### config.mk
export PLATFORM = sky130hd
export DESIGN_NAME = fp_exp_issue_ctrl
export DESIGN_NICKNAME = d
export VERILOG_FILES = /design/src/rtl/fp_exp_issue_ctrl.sv
export SDC_FILE = /design/constraint.sdc
export NUM_CORES = 1
export LEC_CHECK = 0
export ABC_AREA = 1
export BUFFER_PORTS_ARGS = -buffer_cell sky130_fd_sc_hd__buf_2
export CAP_MARGIN = 20
export CORE_UTILIZATION = 40
export DETAILED_ROUTE_END_ITERATION = 12
export GPL_TIMING_DRIVEN = 0
export PLACE_DENSITY_LB_ADDON = 0.25
export SKIP_LAST_GASP = 1
export SLEW_MARGIN = 10
export SYNTH_ARGS = -nofsm -noshare
export SYNTH_HDL_FRONTEND = slang
export SYNTH_SLANG_ARGS = --single-unit
### constraint.sdc
create_clock -name clock -period 4.7 [get_ports clock]
set_clock_uncertainty 0.2 [all_clocks]
set_input_delay 0.705 -clock clock [delete_from_list [all_inputs] [get_ports clock]]
set_output_delay 0.705 -clock clock [all_outputs]
set_load 0.05 [all_outputs]
### src/rtl/fp_exp_issue_ctrl.sv
// Issue/collect controller in front of the fp32 exp unit: buffers samples in a FIFO,
// launches one exp op at a time, and registers each result behind a valid/ready port.
module fp_exp_issue_ctrl #(
   parameter int unsigned DEPTH   = 4,
   parameter int unsigned TIMEOUT = 32
) (
   input  logic                   clock,
   input  logic                   reset_n,
   input  logic                   in_valid,
   output logic                   in_ready,
   input  logic [31:0]            in_data,
   output logic                   out_valid,
   input  logic                   out_ready,
   output logic [31:0]            out_data,
   output logic                   exp_clk_en,
   output logic [31:0]            exp_dataa,
   input  logic [31:0]            exp_result,
   input  logic                   exp_done,
   output logic                   busy,
   output logic                   err_timeout,
   output logic [$clog2(DEPTH):0] fifo_level
);

   localparam int unsigned AW = $clog2(DEPTH);
   localparam int unsigned LW = AW + 1;
   localparam int unsigned CW = $clog2(TIMEOUT + 1);
   localparam logic [LW-1:0] C_FULL       = LW'(DEPTH);
   localparam logic [CW-1:0] C_FLUSH_LAST = CW'(TIMEOUT - 1);
   localparam logic [CW-1:0] C_WAIT_LAST  = CW'(TIMEOUT - 2);

   typedef enum logic [1:0] {
      S_FLUSH,
      S_IDLE,
      S_ISSUE,
      S_WAIT
   } state_t;

   state_t        r_state;
   state_t        w_state_nxt;

   logic [31:0]   r_mem [DEPTH];
   logic [AW-1:0] r_wr_ptr;
   logic [AW-1:0] r_rd_ptr;
   logic [LW-1:0] r_level;
   logic [CW-1:0] r_cnt;
   logic          r_out_valid;
   logic [31:0]   r_out_data;
   logic [31:0]   r_dataa;
   logic          r_err;

   logic          w_push;
   logic          w_pop;
   logic          w_full;
   logic          w_empty;
   logic          w_capture;
   logic          w_timeout;

   assign w_full  = (r_level == C_FULL);
   assign w_empty = (r_level == '0);
   assign w_push  = in_valid && !w_full;

   always_ff @(posedge clock or negedge reset_n) begin
      if (!reset_n) begin
         r_state <= S_FLUSH;
      end else begin
         r_state <= w_state_nxt;
      end
   end

   always_comb begin
      w_state_nxt = r_state;
      w_pop       = 1'b0;
      w_capture   = 1'b0;
      w_timeout   = 1'b0;
      case (r_state)
         S_FLUSH: begin
            if (r_cnt == C_FLUSH_LAST) begin
               w_state_nxt = S_IDLE;
            end
         end
         S_IDLE: begin
            if (!w_empty && (!r_out_valid || out_ready)) begin
               w_pop       = 1'b1;
               w_state_nxt = S_ISSUE;
            end
         end
         S_ISSUE: begin
            w_state_nxt = S_WAIT;
         end
         S_WAIT: begin
            // Deciding in the last WAIT cycle makes err_timeout rise TIMEOUT edges after ISSUE.
            if (exp_done) begin
               w_capture   = 1'b1;
               w_state_nxt = S_IDLE;
            end else if (r_cnt == C_WAIT_LAST) begin
               w_timeout   = 1'b1;
               w_state_nxt = S_IDLE;
            end
         end
         default: begin
            w_state_nxt = S_FLUSH;
         end
      endcase
   end

   always_ff @(posedge clock or negedge reset_n) begin
      if (!reset_n) begin
         r_cnt <= '0;
      end else begin
         case (r_state)
            S_FLUSH: r_cnt <= (r_cnt == C_FLUSH_LAST) ? '0 : r_cnt + 1'b1;
            S_ISSUE: r_cnt <= '0;
            S_WAIT:  r_cnt <= r_cnt + 1'b1;
            default: r_cnt <= r_cnt;
         endcase
      end
   end

   always_ff @(posedge clock) begin
      if (w_push) begin
         r_mem[r_wr_ptr] <= in_data;
      end
   end

   always_ff @(posedge clock or negedge reset_n) begin
      if (!reset_n) begin
         r_wr_ptr <= '0;
         r_rd_ptr <= '0;
         r_level  <= '0;
      end else begin
         if (w_push) begin
            r_wr_ptr <= r_wr_ptr + 1'b1;
         end
         if (w_pop) begin
            r_rd_ptr <= r_rd_ptr + 1'b1;
         end
         case ({w_push, w_pop})
            2'b10:   r_level <= r_level + 1'b1;
            2'b01:   r_level <= r_level - 1'b1;
            default: r_level <= r_level;
         endcase
      end
   end

   always_ff @(posedge clock or negedge reset_n) begin
      if (!reset_n) begin
         r_dataa     <= '0;
         r_out_valid <= 1'b0;
         r_out_data  <= '0;
         r_err       <= 1'b0;
      end else begin
         if (w_pop) begin
            r_dataa <= r_mem[r_rd_ptr];
         end
         if (w_capture) begin
            r_out_valid <= 1'b1;
            r_out_data  <= exp_result;
         end else if (r_out_valid && out_ready) begin
            r_out_valid <= 1'b0;
         end
         if (w_timeout) begin
            r_err <= 1'b1;
         end
      end
   end

   assign in_ready    = !w_full;
   assign out_valid   = r_out_valid;
   assign out_data    = r_out_data;
   assign exp_clk_en  = (r_state == S_ISSUE);
   assign exp_dataa   = r_dataa;
   assign busy        = (r_state != S_IDLE);
   assign err_timeout = r_err;
   assign fifo_level  = r_level;

endmodule
==> metrics.cfg, run 1 <==
[setup_path]
crit_family=buffers and inverters
r2r_cells=12
cp-start-kind=flop
crit_start=r_state[1]
ff2ff_setup_slack_ps=1800
cp-end-kind=flop
worstSetupPathType=flop to flop
timing.critical_path.buf_inv=5
worstSetupEndpoint=fifo_level[2]
regToRegStartpoint=r_state[1]
slowest_stage=dfrtp_1
path_cells=inv_1 -> ha_1 -> buf_2 -> nand3_4 -> inv_2 -> buf_2 -> ha_1 -> inv_1 -> fa_1 -> a21oi_1 -> o21ai_0 -> xor2_1
r2r_end=fifo_level[2]
max_stage_delay_ps=410
critical_path_required_ps=4880
worst-endpoint-arrival_ps=3080
critPathMaxFanout=10
cp.depth=12

[clock_tree]
path_clk_slew_ps=60
post_cts_resized=0
htreeDepth=1
worstSkewPairLatency_ps=510
cts_sinks=209
cts_tree=done
clockBufferDepth=3
postCtsSetupBuffers=0
holdBufCountCts=0
clockRootBuffer=clkbuf_16
numCtsBuffers=22

[power]
switching_share=0.429
finalPower_mw=7.88
pwr-share-clk=0.209
p_sw_mw=3.38
internal_power_mw=4.50
ir_drop_v=0.000366
powerDensity_nw_per_um2=780
p_seq_frac=0.352
power_frac_comb=0.438
p_leak_nw=4.24

[placement]
portBuffers=140
place_congestion=0.774
place_hpwl_um=11500
place_area_sq_um=9390

[detailed_routing]
routedWlPerCell_um=16.0
top_layer=met5
drc=0
wl_met1_um=8110
wl_met3_um=1040
ant_nets=0
vias=5253
drtIter0Drc=281
drt-total-wl_um=17400
via_per_inst=4.83
dr.pass1.iters=4
wl_met2_um=8010

[synth]
synth_cell_type_count=30
syn-cell-area_sq_um=8200
synth_nets=712
syn_area_per_cell_sq_um=13.0
yosys-top-cells-area=edfxtp_1, dfrtp_1, nand2_1, mux2_2, o21ai_0
ys_warn_count=0
synth-seq-cells=209
synthCells=631
yosysTopAreaCellShare=0.469
yosysTopAreaCell=edfxtp_1
ys_seq_area_frac=0.716

[grt]
grt_pass1_wl_um=27400
antenna_found_initial=1
grt_usage=0.166
grt_max_degree=45
gr-total-overflow=0
grt_pass1_vias=5075

[final_layout]
final_nets=881
layout.area.seq_sq_um=5870
multi_input_area_sq_um=2070
fin_area_sq_um=10100
num-fill-cells=1764
drive_gt1_frac=0.324
synthToLayoutAreaGrowth_pct=23.1

[timing]
maxSlewViolCount=0
rsz0062_at_grt=false
period_share=0.617
min_period_ps=2900
relSlewSlack=0.604
max_freq_ghz=0.345
hold_viol_final=0
fin_tns_setup_ps=0
worstMarginPinSlew_ps=593
setup-violations-final=0

[die]
core-area_sq_um=20200
row_count=52
start_util=0.407
dieArea_sq_um=21100
die_h_um=145
die_w_um=145
io-pin-count=141

[run]
drv_cap=0

[outcome]
outcome=finished clean

[hold_path]
hold_class=input pin to async pin

-- state kept, by name, summed over array words and instances, names as in the netlist --
register	flops
r_mem	128
exp_dataa	32
out_data	32
r_cnt	6
fifo_level	3
r_rd_ptr	2
r_state	2
r_wr_ptr	2
err_timeout	1
out_valid	1
-- area by class of cell --
type,count,area share
flip-flops and latches,209,0.581
inverters,23,0.00880
diodes,2,0.000496
well taps,270,0.0335
multi-input cells,369,0.205
clock buffers,35,0.0658
plain buffers,30,0.0200
repair buffers,145,0.0818
clock inverters,5,0.00347
-- synthesized netlist by cell type --
cell / number
a21o_1: 1
a21oi_1: 5
buf_12: 2
buf_2: 18
buf_6: 3
buf_8: 1
clkbuf_1: 6
dfrtp_1: 81
edfxtp_1: 128
fa_1: 1
ha_1: 11
inv_1: 20
inv_2: 2
inv_4: 1
mux2_2: 32
nand2_1: 120
nand2_2: 2
nand3_1: 5
nand3_4: 1
nand4_1: 2
nor2_1: 59
nor2_2: 20
nor3_2: 1
o21a_1: 1
o21ai_0: 60
o21ai_1: 9
o21bai_1: 1
o22ai_1: 32
xnor2_1: 2
xor2_1: 4
-- cells by family (layout without fill, tap and decap cells) --
group,Yosys count,in the layout,share of synthesized area
compound gates,109,109,0.0723
simple gates,210,210,0.107
mux,32,32,0.0439
other cells,0,2,0
flops,209,209,0.716
xor+xnor,6,6,0.00641
fa+ha+maj,12,12,0.0192
buf+inv,53,238,0.0354
-- worst min path at each step --
stage,depth (start not counted),endpoint,slack (ps),from
after floorplan,0,err_timeout,210,reset_n
after global placement,1,err_timeout,250,err_timeout
after detailed placement,2,exp_dataa[22],260,exp_dataa[22]
after CTS,1,r_rd_ptr[0],10,reset_n
after global routing,1,out_data[28],30,reset_n
final,1,out_data[28],0.7,reset_n
-- metrics by stage --
stage	std cells	setup WS, ps	utilization	hold WS [ps]
6_report	1088	1800	0.501	0.710
5_1_grt	1086	1630	0.500	35.0
4_1_cts	1086	1800	0.500	14.2
3_5_place_dp	1046	1710	0.466	260
3_3_place_gp	1041	622	0.458	246
2_1_floorplan	631	1310	-	209
-- worst register-to-register path, delay by kind of cell (launching register included) --
kind | cells | cell delay [ps]
buf+inv | 5 | 870
fa+ha+maj | 3 | 710
compound gates | 2 | 250
flops | 1 | 410
xor+xnor | 1 | 150
simple gates | 1 | 200
-- per-layer routing --
metal,GRT usage,up-vias
met2,0.274,171
met4,0.0411,2
li1,-,2541
met5,0,-
met3,0.0314,21
met1,0.228,2518
-- layout by cell type (no fill, tap or decap), types with 2 or more instances in the layout --
cell type    n
nand2_2      2
xor2_1       4
nand4_1      2
ha_1        11
nand2_1    120
nand3_1      5
o21ai_1      9
buf_2      157
clkbuf_16   23
a21oi_1      5
o22ai_1     32
diode_2      2
buf_6        3
nor2_2      20
o21ai_0     60
dfrtp_1     81
clkinv_2     3
nor2_1      55
clkbuf_1    13
inv_2        2
edfxtp_1   128
clkbuf_8     4
inv_1       20
mux2_2      32
buf_12       4
nor2_4       4
buf_16       3
xnor2_1      2
-- power groups by stage --
stage               Clock, mW  Sequential, mW  Combinational, mW
floorplan                   0            3.83               1.48
global placement            0            2.82               3.39
detailed placement          0            2.81               3.50
CTS                      1.69            2.78               3.51
global route             1.76            2.83               3.73
finish                   1.65            2.78               3.45
Note: power is estimated with default switching activity, not from simulation.
==> inputs of run 2 (changes only) <==
Clock period 4.7 ns to 2.5 ns, I/O delays scaled along.
==> run 2 against run 1 <==
Compared with the run above:
- total power increased by 94%
- first-iteration DRC count decreased by 39%
- worst setup slack got worse by 1600 ps
- sequential share of layout area decreased by 3.9 points
- non-clock buffer count increased by 66
- via count increased by 4.9%
- utilization increased by 3.6 points
- final cell count increased by 5.9%
- worst hold slack improved by 40 ps
- die area unchanged
==> metrics.cfg, run 2 (synthesis gave the netlist of run 1 again) <==
[die]
die_h_um=145  ; unchanged
io-pin-count=141  ; unchanged
core-area_sq_um=20200  ; unchanged
dieArea_sq_um=21100  ; unchanged
die_w_um=145  ; unchanged
start_util=0.407  ; unchanged
row_count=52  ; unchanged

[timing]
relSlewSlack=0.296  ; -0.308
fin_tns_setup_ps=0  ; unchanged
setup-violations-final=0  ; unchanged
maxSlewViolCount=0  ; unchanged
max_freq_ghz=0.437  ; +27%
period_share=0.916  ; +0.299
min_period_ps=2290  ; -608 ps
hold_viol_final=0  ; unchanged
worstMarginPinSlew_ps=1050  ; +461 ps
whs_ps=40.8  ; +40.1 ps

[clock_tree]
worstSkewPairLatency_ps=500  ; about the same
cts_tree=done
path_clk_slew_ps=60  ; about the same
clockRootBuffer=clkbuf_16
clockBufferDepth=3  ; unchanged
cts_sinks=209  ; unchanged
htreeDepth=1  ; unchanged
numCtsBuffers=22  ; unchanged

[power]
p_leak_nw=4.53  ; +6.9%
ir_drop_v=0.000727  ; +99%
powerDensity_nw_per_um2=1410  ; +81%

[final_layout]
drive_gt1_frac=0.304  ; -0.0197
layout_commonest_cell=buf_2
regMostFlops=r_mem
diodes=0  ; -2
largest_reg_flops=128  ; unchanged
final_nets=947  ; +7.5%
synthToLayoutAreaGrowth_pct=32.0
mostFrequentLayoutCells=buf_2, edfxtp_1, nand2_1

[detailed_routing]
via_per_inst=4.78  ; -0.93%
vias=5510  ; +4.9%
routedWlPerCell_um=16.4  ; +2.4%
drt-total-wl_um=18900  ; +8.4%
drc=0  ; unchanged
ant_nets=0  ; unchanged
dr.pass1.iters=5  ; +1
drtIter0Drc=172  ; -39%

[grt]
grt_usage=0.179  ; +0.0129
grt_pass1_vias=5653  ; +11%
grt_max_degree=53  ; +18%
antenna_found_initial=0  ; -1
grt_pass1_wl_um=29800  ; +8.9%
gr-total-overflow=0  ; unchanged

[setup_path]
slowest_stage=dfrtp_1
cp-start-kind=flop
max_stage_delay_ps=410  ; about the same
cp-end-kind=flop
timing.critical_path.buf_inv=4  ; -1
critical_path_required_ps=2670  ; -2210 ps
path_cells=inv_1 -> ha_1 -> buf_6 -> nand3_4 -> clkinv_8 -> ha_1 -> inv_1 -> fa_1 -> a21oi_1 -> o21ai_1 -> xor2_1
worstSetupPathType=flop to flop
worst-endpoint-arrival_ps=2460  ; -620 ps
critPathMaxFanout=10  ; unchanged
crit_family=adder cells

[run]
drv_cap=0  ; unchanged

[hold_path]
hold_class=input pin to flop

[placement]
place_congestion=0.723  ; -6.5%
place_hpwl_um=11300  ; -1.6%
portBuffers=140  ; unchanged

[outcome]
outcome=finished clean

run 2: cell count changes in the layout (fill, tap and decap cells not counted), moves of 2 or more:
cell,previous run,this run
clkinv_2,3,1
buf_4,1,4
bufinv_16,0,3
clkbuf_1,13,15
dfrtp_2,0,3
buf_2,157,155
dfrtp_1,81,78
dlygate4sd3_1,0,65
diode_2,2,0
run 2: worst min-delay path, delay by kind of cell:
family          cells  cell delay, ps
compound gates      1             170
buf+inv             1             100
simple gates        1              50
run 2: cell type report:
type	count	area [sq um]
fill	1707	9350
sequential	209	5870
multi-input combinational	369	2080
timing repair buffer	212	1480
clock buffer	35	639
tap	270	338
buffer	29	203
clock inverter	5	111
inverter	23	101
run 2: what timing repair did:
item / in CTS / in global routing
pin swaps: 1 / 0
setup buffers: 1 / 2
gates resized for setup: 3 / 5
endpoints found under the setup margin: 2 / 1
gates cloned: 0 / 0
hold buffers: 65 / 0
endpoints found under the hold margin: 189 / 0
run 2: where the power goes:
part           internal (mW)  switching (mW)
combinational           1.93            4.73
clock                   2.07            1.27
sequential              4.80           0.449
run 2: final timing paths:
| check | start | endpoint | slack (ps) | cells past startpoint |
|---|---|---|---|---|
| setup reg to reg | r_state[1] | fifo_level[2] | 210 | 11 |
| hold / removal | exp_done | err_timeout | 40 | 3 |
| setup / recovery | r_state[1] | fifo_level[2] | 210 | 11 |
| hold reg to reg | err_timeout | err_timeout | 270 | 1 |
| min in group asynchronous | reset_n | exp_dataa[31] | 180 | 2 |
| max in group asynchronous | reset_n | fifo_level[0] | 1280 | 3 |
run 2: layer usage:
metal,up-vias,wire (um),global-route usage
li1,2661,-,-
met1,2637,8380,0.231
met2,185,9020,0.310
met3,27,1140,0.0343
met4,0,381,0.0479
met5,-,0,0
run 2: through the flow:
stage | area, sq um | total power [mW] | cells | util | setup WS, ps
after floorplan | 8240 | 10.0 | 631 | - | 33.1
after global placement | 9280 | 11.7 | 1041 | 0.460 | -342
after detailed placement | 9330 | 11.8 | 1043 | 0.463 | -356
after CTS | 10700 | 15.3 | 1148 | 0.533 | 2.56
after global routing | 10800 | 16.2 | 1152 | 0.537 | -2.53
final | 10800 | 15.2 | 1152 | 0.537 | 210
==> inputs of run 3 (changes only) <==
--- a/constraint.sdc
+++ b/constraint.sdc
@@ -4,2 +4,2 @@
 set_output_delay 0.375 -clock clock [all_outputs]
-set_load 0.05 [all_outputs]
+set_load 0.1 [all_outputs]
==> run 3 against run 2 <==
Compared with the run above:
- sequential share of layout area shrank 0.44 points
- non-clock buffer count up 2
- via count rose by 1.5%
- wire length grew 0.91%
- utilization up 0.52 points
- die area did not move
- fmax down 3.5%
- global-route usage grew 0.39 points
- flip-flop and latch count unchanged
- final cell count grew 0.35%
- first-iteration DRC count rose by 53%
- register-to-register slack worse by 80 ps
- critical path type is now flop to output port
- highest routed layer unchanged
==> metrics.cfg, run 3 (synthesis gave the netlist of run 1 again) <==
[timing]
max_freq_ghz=0.421  ; -3.5%
rsz0062_at_grt=false
relSlewSlack=0.287  ; -0.00907
period_share=0.949  ; +0.0329
maxSlewViolCount=0  ; unchanged
setup-violations-final=0  ; unchanged
hold_viol_final=0  ; unchanged
worstMarginPinSlew_ps=1070  ; +16.1 ps
min_period_ps=2370  ; +82.3 ps

[setup_path]
worstSetupPathType=flop to output port
r2r_end=fifo_level[2]
max_stage_delay_ps=400  ; about the same
r2r_cells=11  ; unchanged
path_cells=inv_1 -> ha_1 -> buf_6 -> inv_1 -> clkbuf_4
worst-endpoint-arrival_ps=1800  ; -660 ps
crit_family=buffers and inverters
ff2ff_setup_slack_ps=130  ; -80 ps
cp-start-kind=flop
critical_path_required_ps=1920  ; -750 ps
critPathMaxFanout=10  ; unchanged
cpMostUsedCell=inv_1
regToRegStartpoint=r_state[1]
slowest_stage=dfrtp_1
timing.critical_path.buf_inv=4  ; unchanged
cp-end-kind=output port

[final_layout]
multi_input_area_sq_um=2110  ; +1.4%
largest_reg_flops=128  ; unchanged
final_nets=950  ; +0.32%
layout.area.seq_sq_um=5880  ; +0.15%
num-fill-cells=1693  ; -0.82%
regMostFlops=r_mem
synthToLayoutAreaGrowth_pct=33.3
utilization=0.542  ; +0.00521
layout_commonest_cell=buf_2
mostFrequentLayoutCells=buf_2, edfxtp_1, nand2_1
drive_gt1_frac=0.315  ; +0.0110
diodes=0  ; unchanged

[die]
start_util=0.407  ; unchanged
row_count=52  ; unchanged
io-pin-count=141  ; unchanged
core-area_sq_um=20200  ; unchanged
die_h_um=145  ; unchanged
dieArea_sq_um=21100  ; unchanged
die_w_um=145  ; unchanged

[clock_tree]
htreeDepth=1  ; unchanged
worstSkewPairLatency_ps=510  ; about the same
clockBufferDepth=3  ; unchanged
numCtsBuffers=23  ; +4.5%
path_clk_slew_ps=60  ; about the same
cts_sinks=209  ; unchanged
clockRootBuffer=clkbuf_16
cts_tree=done

[grt]
grt_max_degree=52  ; -1.9%
grt_pass1_wl_um=30300  ; +1.6%
gr-total-overflow=0  ; unchanged
grt_pass1_vias=5646  ; -0.12%
grt_usage=0.183  ; +0.00388
antenna_found_initial=0  ; unchanged

[hold_path]
min_delay_worst_endpoint=out_valid
min_from=out_ready
min_path_cells=4  ; +1
hold_class=input pin to flop

[outcome]
outcome=finished clean

[placement]
place_congestion=0.742  ; +2.6%
portBuffers=140  ; unchanged
place_hpwl_um=11300  ; about the same

[detailed_routing]
drt-total-wl_um=19100  ; +0.91%
drtIter0Drc=264  ; +53%
ant_nets=0  ; unchanged
vias=5593  ; +1.5%
via_per_inst=4.84  ; +1.2%
drc=0  ; unchanged
routedWlPerCell_um=16.5  ; +0.56%
dr.pass1.iters=4  ; -1

[run]
drv_cap=0  ; unchanged

==> run 3: cell count changes in the layout (fill, tap and decap cells not counted), sizes merged <==
cell	before	now
dlygate4sd3	65	66
clkinv	3	7
clkbuf	41	38
inv	22	24
==> run 3: cell type report <==
type | instances | area share
sequential | 209 | 0.538
multi-input combinational | 369 | 0.193
timing repair buffer | 214 | 0.137
clock buffer | 31 | 0.0600
tap | 270 | 0.0309
buffer | 29 | 0.0186
clock inverter | 11 | 0.0129
inverter | 23 | 0.00928
==> run 3: how the worst max path moves through the flow <==
stage                   from  slack, ps  cells after the start             to
6_report          r_state[1]        130                      5           busy
5_1_grt           r_state[1]          3                     11  fifo_level[2]
4_1_cts           r_state[1]          5                      5           busy
3_5_place_dp      r_state[1]       -300                     12  fifo_level[2]
3_3_place_gp      r_state[1]       -260                     12  fifo_level[2]
2_1_floorplan  fifo_level[2]         30                     11  fifo_level[2]
==> run 3: per-layer routing <==
layer | up-vias | routed length (um) | share of wire | track usage
met5 | - | 0 | 0 | 0
met4 | 0 | 393 | 0.021 | 0.0453
met3 | 27 | 1130 | 0.059 | 0.0346
met2 | 179 | 9220 | 0.48 | 0.310
met1 | 2707 | 8340 | 0.44 | 0.243
li1 | 2680 | - | - | -
==> run 3: timing repair <==
action | CTS | global route
resized for setup | 3 | 4
endpoints found under the setup margin | 3 | 2
setup buffers | 1 | 3
hold buffers | 66 | 0
hold endpoints to repair | 191 | 0
gates cloned | 0 | 0
pin swaps | 1 | 1
==> run 3: per-stage QoR <==
stage | std cells | TNS (ps) | setup slack, ps | hold WS (ps) | area [sq um]
after global placement | 1041 | -926 | -264 | 250 | 9320
after CTS | 1150 | 0 | 4.84 | 11.8 | 10800
final | 1156 | 0 | 127 | 43.6 | 10900
after floorplan | 631 | 0 | 28.9 | -121 | 8280
after global routing | 1156 | 0 | 3.03 | 50.5 | 10900
after detailed placement | 1042 | -381 | -304 | 171 | 9350
==> run 3: worst min-delay path: stages <==
cell     delay, ps
buf_2           80
inv_1           30
nand2_1        150
nand2_1         70
Power of run 3 is left out: the tool's default activity adds up to more than one toggle a clock period on the data nets, which glitch-free logic cannot reach.
